## src/rtl/retire_trace_buffer_if.sv

```systemverilog
`default_nettype none
// ============================================================================
//  retire_trace_buffer_if
//  Retire-side and monitor-side handshake bundle for retire_trace_buffer.
//  Revision: 1.0 - initial release
// ============================================================================
interface retire_trace_buffer_if;
   logic        ret_valid;
   logic [31:0] ret_pc;
   logic [31:0] ret_instr;
   logic        ret_rd_we;
   logic [4:0]  ret_rd_addr;
   logic [31:0] ret_rd_data;

   logic        out_valid;
   logic        out_ready;
   logic [31:0] out_seq;
   logic [31:0] out_pc;
   logic [31:0] out_instr;
   logic        out_rd_we;
   logic [4:0]  out_rd_addr;
   logic [31:0] out_rd_data;

   modport master (
      output ret_valid, ret_pc, ret_instr, ret_rd_we, ret_rd_addr, ret_rd_data,
      output out_ready,
      input  out_valid, out_seq, out_pc, out_instr, out_rd_we, out_rd_addr, out_rd_data
   );

   modport slave (
      input  ret_valid, ret_pc, ret_instr, ret_rd_we, ret_rd_addr, ret_rd_data,
      input  out_ready,
      output out_valid, out_seq, out_pc, out_instr, out_rd_we, out_rd_addr, out_rd_data
   );
endinterface
`default_nettype wire

```

## src/rtl/retire_trace_buffer.sv

```systemverilog
`default_nettype none
// ============================================================================
//  retire_trace_buffer
//  Sequence-stamped retire-trace FIFO with drop accounting; optional core
//  back-pressure enabled by defining TRACE_STALL_EN.
//  Revision: 1.0 - initial release
// ============================================================================
module retire_trace_buffer #(
   parameter int DEPTH  = 16,
   parameter int DROP_W = 16
) (
   input  wire logic                  clk,
   input  wire logic                  reset,
   retire_trace_buffer_if.slave       bus,
   output logic [$clog2(DEPTH):0]     level,
   output logic [DROP_W-1:0]          drop_count,
   output logic                       stall
);
   localparam int c_AW = $clog2(DEPTH);

   typedef struct packed {
      logic [31:0] seq;
      logic [31:0] pc;
      logic [31:0] instr;
      logic        we;
      logic [4:0]  addr;
      logic [31:0] data;
   } rec_t;

   rec_t              r_mem [DEPTH];
   logic [c_AW:0]     r_wptr;
   logic [c_AW:0]     r_rptr;
   logic [c_AW:0]     r_level;
   logic [31:0]       r_seq;
   logic [DROP_W-1:0] r_drop;

   logic              w_empty;
   logic              w_full;
   logic              w_pop;
   logic              w_push;
   logic              w_drop;
   logic [c_AW:0]     w_level_nxt;
   logic [c_AW-1:0]   w_head_idx;
   rec_t              w_rec;
   rec_t              w_head;

   assign w_empty = (r_wptr == r_rptr);
   assign w_full  = (r_wptr[c_AW] != r_rptr[c_AW]) &&
                    (r_wptr[c_AW-1:0] == r_rptr[c_AW-1:0]);
   assign w_pop   = !w_empty && bus.out_ready;
   assign w_push  = bus.ret_valid && (!w_full || w_pop);
   assign w_drop  = bus.ret_valid && w_full && !w_pop;

   // Writeback fields are cleaned so x0 and non-writing instructions compare exactly.
   always_comb begin
      w_rec       = '0;
      w_rec.seq   = r_seq;
      w_rec.pc    = bus.ret_pc;
      w_rec.instr = bus.ret_instr;
      w_rec.we    = bus.ret_rd_we;
      if (bus.ret_rd_we) begin
         w_rec.addr = bus.ret_rd_addr;
         if (bus.ret_rd_addr != 5'd0) begin
            w_rec.data = bus.ret_rd_data;
         end
      end
   end

   always_comb begin
      w_level_nxt = r_level;
      if (w_push && !w_pop) begin
         w_level_nxt = r_level + (c_AW+1)'(1);
      end else if (!w_push && w_pop) begin
         w_level_nxt = r_level - (c_AW+1)'(1);
      end
   end

   always_ff @(posedge clk) begin
      if (reset) begin
         r_wptr  <= '0;
         r_rptr  <= '0;
         r_level <= '0;
         r_seq   <= '0;
         r_drop  <= '0;
         for (int i = 0; i < DEPTH; i++) begin
            r_mem[i] <= '0;
         end
      end else begin
         if (w_push) begin
            r_mem[r_wptr[c_AW-1:0]] <= w_rec;
            r_wptr <= r_wptr + (c_AW+1)'(1);
         end
         if (w_pop) begin
            r_rptr <= r_rptr + (c_AW+1)'(1);
         end
         if (bus.ret_valid) begin
            r_seq <= r_seq + 32'd1;
         end
         if (w_drop && (r_drop != '1)) begin
            r_drop <= r_drop + DROP_W'(1);
         end
         r_level <= w_level_nxt;
      end
   end

   // When empty the slot behind the read pointer still holds the last popped record.
   assign w_head_idx = w_empty ? (r_rptr[c_AW-1:0] - c_AW'(1)) : r_rptr[c_AW-1:0];
   assign w_head     = r_mem[w_head_idx];

   assign bus.out_valid   = !w_empty;
   assign bus.out_seq     = w_head.seq;
   assign bus.out_pc      = w_head.pc;
   assign bus.out_instr   = w_head.instr;
   assign bus.out_rd_we   = w_head.we;
   assign bus.out_rd_addr = w_head.addr;
   assign bus.out_rd_data = w_head.data;
   assign level           = r_level;
   assign drop_count      = r_drop;

`ifdef TRACE_STALL_EN
   logic r_stall;

   always_ff @(posedge clk) begin
      if (reset) begin
         r_stall <= 1'b0;
      end else begin
         r_stall <= (w_level_nxt >= (c_AW+1)'(DEPTH-1));
      end
   end

   assign stall = r_stall;
`else
   assign stall = 1'b0;
`endif
endmodule
`default_nettype wire

```

## src/flat_wrapper.sv

```systemverilog
// flat-port wrapper written by rule: the top's interface ports become plain ports
module retire_trace_buffer_flat 
#(
   parameter int DEPTH  = 16,
   parameter int DROP_W = 16
)
  (clk, reset, level, drop_count, stall, bus_ret_valid, bus_ret_pc, bus_ret_instr, bus_ret_rd_we, bus_ret_rd_addr, bus_ret_rd_data, bus_out_ready, bus_out_valid, bus_out_seq, bus_out_pc, bus_out_instr, bus_out_rd_we, bus_out_rd_addr, bus_out_rd_data);
  retire_trace_buffer_if bus_i ();
  input  wire logic clk;
  input  wire logic reset;
  output logic [$clog2(DEPTH):0] level;
  output logic [DROP_W-1:0] drop_count;
  output logic stall;
  input wire logic [$bits(bus_i.ret_valid)-1:0] bus_ret_valid;
  input wire logic [$bits(bus_i.ret_pc)-1:0] bus_ret_pc;
  input wire logic [$bits(bus_i.ret_instr)-1:0] bus_ret_instr;
  input wire logic [$bits(bus_i.ret_rd_we)-1:0] bus_ret_rd_we;
  input wire logic [$bits(bus_i.ret_rd_addr)-1:0] bus_ret_rd_addr;
  input wire logic [$bits(bus_i.ret_rd_data)-1:0] bus_ret_rd_data;
  input wire logic [$bits(bus_i.out_ready)-1:0] bus_out_ready;
  output wire logic [$bits(bus_i.out_valid)-1:0] bus_out_valid;
  output wire logic [$bits(bus_i.out_seq)-1:0] bus_out_seq;
  output wire logic [$bits(bus_i.out_pc)-1:0] bus_out_pc;
  output wire logic [$bits(bus_i.out_instr)-1:0] bus_out_instr;
  output wire logic [$bits(bus_i.out_rd_we)-1:0] bus_out_rd_we;
  output wire logic [$bits(bus_i.out_rd_addr)-1:0] bus_out_rd_addr;
  output wire logic [$bits(bus_i.out_rd_data)-1:0] bus_out_rd_data;
  assign bus_i.ret_valid = bus_ret_valid;
  assign bus_i.ret_pc = bus_ret_pc;
  assign bus_i.ret_instr = bus_ret_instr;
  assign bus_i.ret_rd_we = bus_ret_rd_we;
  assign bus_i.ret_rd_addr = bus_ret_rd_addr;
  assign bus_i.ret_rd_data = bus_ret_rd_data;
  assign bus_i.out_ready = bus_out_ready;
  assign bus_out_valid = bus_i.out_valid;
  assign bus_out_seq = bus_i.out_seq;
  assign bus_out_pc = bus_i.out_pc;
  assign bus_out_instr = bus_i.out_instr;
  assign bus_out_rd_we = bus_i.out_rd_we;
  assign bus_out_rd_addr = bus_i.out_rd_addr;
  assign bus_out_rd_data = bus_i.out_rd_data;
  retire_trace_buffer #(.DEPTH(DEPTH), .DROP_W(DROP_W)) u_core (.clk(clk), .reset(reset), .bus(bus_i), .level(level), .drop_count(drop_count), .stall(stall));
endmodule
```

## config.mk

```make
export PLATFORM = sky130hd
export DESIGN_NAME = retire_trace_buffer_flat
export DESIGN_NICKNAME = d
export VERILOG_FILES = /design/src/rtl/retire_trace_buffer_if.sv /design/src/rtl/retire_trace_buffer.sv /design/src/flat_wrapper.sv
export SDC_FILE = /design/constraint.sdc
export NUM_CORES = 2
export LEC_CHECK = 0
export CORE_ASPECT_RATIO = 1.5
export CORE_MARGIN = 3
export CORE_UTILIZATION = 45
export CTS_BUF_LIST = sky130_fd_sc_hd__clkbuf_4
export CTS_CLUSTER_SIZE = 25
export DETAILED_ROUTE_END_ITERATION = 12
export DONT_BUFFER_PORTS = 1
export MAX_ROUTING_LAYER = met4
export PLACE_DENSITY = 0.7
export SLEW_MARGIN = 5
export SYNTH_ARGS = -nofsm -noshare
export SYNTH_HDL_FRONTEND = slang
export SYNTH_SLANG_ARGS = --single-unit
```

## constraint.sdc

```tcl
create_clock -name clk -period 7.35 [get_ports clk]
set_input_delay 0.735 -clock clk [delete_from_list [all_inputs] [get_ports clk]]
set_output_delay 0.735 -clock clk [all_outputs]
set_load 0.01 [all_outputs]
```

==> summary.md <==
| Metric | Value |
|---|---|
| Leakage | `44.5 nW` |
| Most frequent cells in the layout | `2144 x edfxtp_1, 1159 x and3_1, 873 x mux2i_1` |
| Commonest non-fill, non-tap cell in the layout | `edfxtp_1` |
| Worst Path Required | `between 6 and 7 ns` |
| Setup TNS | `0 ns` |
| Via/cell ratio | `~6.6` |
| Period utilization | `0.951` |
| Clk_lat worst skew | `1.33 ns` |
| Fmax | `~140 MHz` |
| Site row count | `around 220` |
| CP Buf/Inv Count | `2` |
| Area Overhead vs Synth | `9.17%` |
| H-Tree Depth | `6` |
| Min-Delay Path Class | `in2reg` |
| Most used DFF post-synth | `edfxtp_1` |
| First-pass GRT wire length | `~550000 um` |
| CP cell instances | `xnor2_1 > nand4_1 > o21ai_4 > buf_4 > buf_4 > nand3_1 > a311oi_1 > o21a_1 > a31o_1` |
| CP Capture Type | `output port` |
| Core box area | `242000 um^2` |
| XOR/XNOR Fraction of Synth Area | `0.00486` |
| Critical path's largest stage delay | `slightly above 0.9 ns` |
| RSZ-0062 raised after global routing | `false` |
| Initial Utilization | `0.454` |
| Crit-path slowest cell | `buf_4` |
| Total power | `between 30 and 40 mW` |
| Largest delay contributor family on the critical path | `buffers and inverters` |
| Mapped Nets | `9649` |
| Yosys reg bits | `around 2200` |
| Worst path most repeated cell | `buf_4` |
| Yosys cell types | `69` |
| Antenna violations before repair | `42` |
| Sink Count | `~2200` |
| MaxCap Viol Count | `0` |
| DRC errors left | `0` |
| WHS | `roughly 0.086 ns` |
| Routed WL | `375000 um` |
| Post-synth EDFFs | `between 2000 and 2500` |
| WL/cell | `29.1 um` |
| Fillcell total | `around 21000` |
| Die X | `between 400 and 500 um` |
| Arr. time, crit path | `between 6 and 7 ns` |
| Vias | `around 85000` |
| Mapped Cells | `roughly 9500` |
| DP HPWL | `189000 um` |
| Inserted Clock Buffers | `537` |
| Synthesis warning total | `0` |
| Clock Skew | `roughly 0.14 ns` |
| DRT Pass-1 Iters | `8` |
| Highest net fanout along the worst path | `74` |
| Final core area utilization | `0.495` |
| CP Launch Type | `flop` |
| Simple-Gate Fraction of Synth Area | `0.173` |
| Post-route antenna net violation count | `0` |
| Total grt overflow | `0` |
| Hold Fails Final Rpt | `0` |
| Die area | `~250000 um^2` |
| Syn Area/Cell | `11.5 um^2` |
| NumNets Final | `around 9400` |
| WS Path Type | `reg2out` |
| CTS tree | `done` |
| # IOs | `263` |
| Compound-Gate Fraction of Synth Area | `0.0993` |
| Cell Pwr Density | `~300 nW/um^2` |
| Vias in the first global route | `~86000` |
| Max-slew violations | `0` |
| Synth Area in Adders | `0.00155` |
| Clock Tree Root | `clkbuf_4` |
| Ys async rst share | `0` |
| Layout cells sized above 1 | `0.117` |
| Rel. slew slack | `0.171` |
| Sequential cell area fraction in the yosys report | `0.597` |
| Peak supply drop | `around 0.00044 V` |
| Die Y | `around 600 um` |
| Mapped cell area | `about 110000 um^2` |
| Outcome | `finished, final reports clean` |
| Placer Congestion | `between 0.8 and 0.9` |
| Main combinational cell family by area after synthesis | `simple AND/OR/NAND/NOR gates` |
| Tot GR Track Use | `0.298` |
| CTS Buffer Depth | `4` |
| Crit path time final | `approximately 7.0 ns` |
| IO buf count | `0` |
| Initial DRC Count | `~11000` |
| Final setup fails | `0` |
| Clk slew on worst S/H paths | `around 0.070 ns` |
| Worst-Margin Slew | `1.24 ns` |
| Post-synthesis mux area share | `0.0836` |
| Largest net degree at the start of global routing | `between 200 and 300` |
power breakdown:
part / switching [mW] / leakage (nW) / total (mW) / internal, mW
registers: 0.228 / 22.5 / 14.5 / 14.3
logic: 7.94 / 18.1 / 10.9 / 3.01
clock network: 5.05 / 3.96 / 10.4 / 5.32
total: 13.2 / 44.5 / 35.8 / 22.6
state kept, by name, indices dropped and copies added, names as in the netlist:
signal             flops
u_core.r_seq          32
u_core.level           5
u_core.r_rptr          5
u_core.drop_count     16
u_core.r_wptr          5
u_core.r_mem        2144
logic make-up (layout without fill, tap and decap cells):
| family | Yosys count | after routing |
|---|---|---|
| muxes | 897 | 897 |
| buffers and inverters | 1132 | 1212 |
| AOI/OAI and AO/OA | 1515 | 1515 |
| other | 1 | 50 |
| adders and majority gates | 13 | 13 |
| and+or+nand+nor | 3707 | 3707 |
| DFF | 2207 | 2207 |
| xor gates and xnor gates | 58 | 58 |
routing by layer:
| layer | vias up | track usage | part of all wire |
|---|---|---|---|
| met5 | - | - | 0 |
| met4 | 0 | 0.170 | 0.057 |
| met3 | 1372 | 0.0669 | 0.11 |
| met2 | 5721 | 0.482 | 0.48 |
| met1 | 41894 | 0.343 | 0.35 |
| li1 | 35593 | - | - |
path summary, 6_finish.rpt:
kind | startpoint | slack [ns] | end | depth (start not counted)
max | u_core.r_wptr[3] | 0.36 | bus_out_rd_data[23] | 9
min | bus_ret_rd_data[22] | 0.09 | u_core.r_mem[15][22] | 2
max reg2reg | u_core.r_wptr[3] | 2.00 | u_core.level[4] | 14
min reg2reg | u_core.drop_count[1] | 0.57 | u_core.drop_count[1] | 2
per-stage QoR:
step	area, um^2	setup slack (ns)	std cells
3_5_place_dp	112000	1.71	11840
3_3_place_gp	112000	1.69	11840
5_1_grt	120000	0.0879	12887
4_1_cts	120000	0.306	12842
2_1_floorplan	110000	1.80	9530
6_report	120000	0.362	12892
cell usage after synthesis, types with 15 or more instances:
master,instances,share of area
a2111oi_0,76,0.0061
a211oi_1,128,0.0087
a21oi_1,16,0.00073
a221oi_1,129,0.010
a311o_1,61,0.0056
a311oi_1,302,0.024
a31o_1,43,0.0034
a31o_2,20,0.0016
a31oi_1,65,0.0037
and2_1,387,0.022
and3_1,1160,0.066
buf_1,81,0.0028
buf_2,123,0.0056
clkbuf_1,899,0.031
dfxtp_1,63,0.011
edfxtp_1,2144,0.59
inv_1,15,0.00051
mux2i_1,873,0.080
mux4_2,16,0.0033
nand2_1,877,0.030
nand2b_1,20,0.0011
nand3_1,350,0.016
nand4_1,19,0.0011
nor2_1,688,0.024
nor2b_1,70,0.0040
nor3b_1,28,0.0019
o21a_1,64,0.0044
o21ai_0,434,0.020
o21ai_1,15,0.00068
o22ai_1,128,0.0073
or4_1,60,0.0041
xnor2_1,29,0.0023
xor2_1,27,0.0022
area by class of cell:
type	count	area (um^2)	area share
Antenna cell	49	123	0.00102
Timing Repair Buffer	296	3150	0.0263
Clock inverter	144	1050	0.00879
Tap cell	3233	4050	0.0337
Inverter	18	75.1	0.000626
Sequential cell	2207	65700	0.547
Multi-Input combinational cell	6191	40200	0.335
Clock buffer	754	5660	0.0472
what timing repair did:
item / in CTS / in global routing
hold buffers: 104 / 0
endpoints found under the hold margin: 1518 / 0
buffers inserted: 0 / 1
endpoints found under the setup margin: 0 / 7
resized for setup: 0 / 0
(Power assumes the default switching activity.)
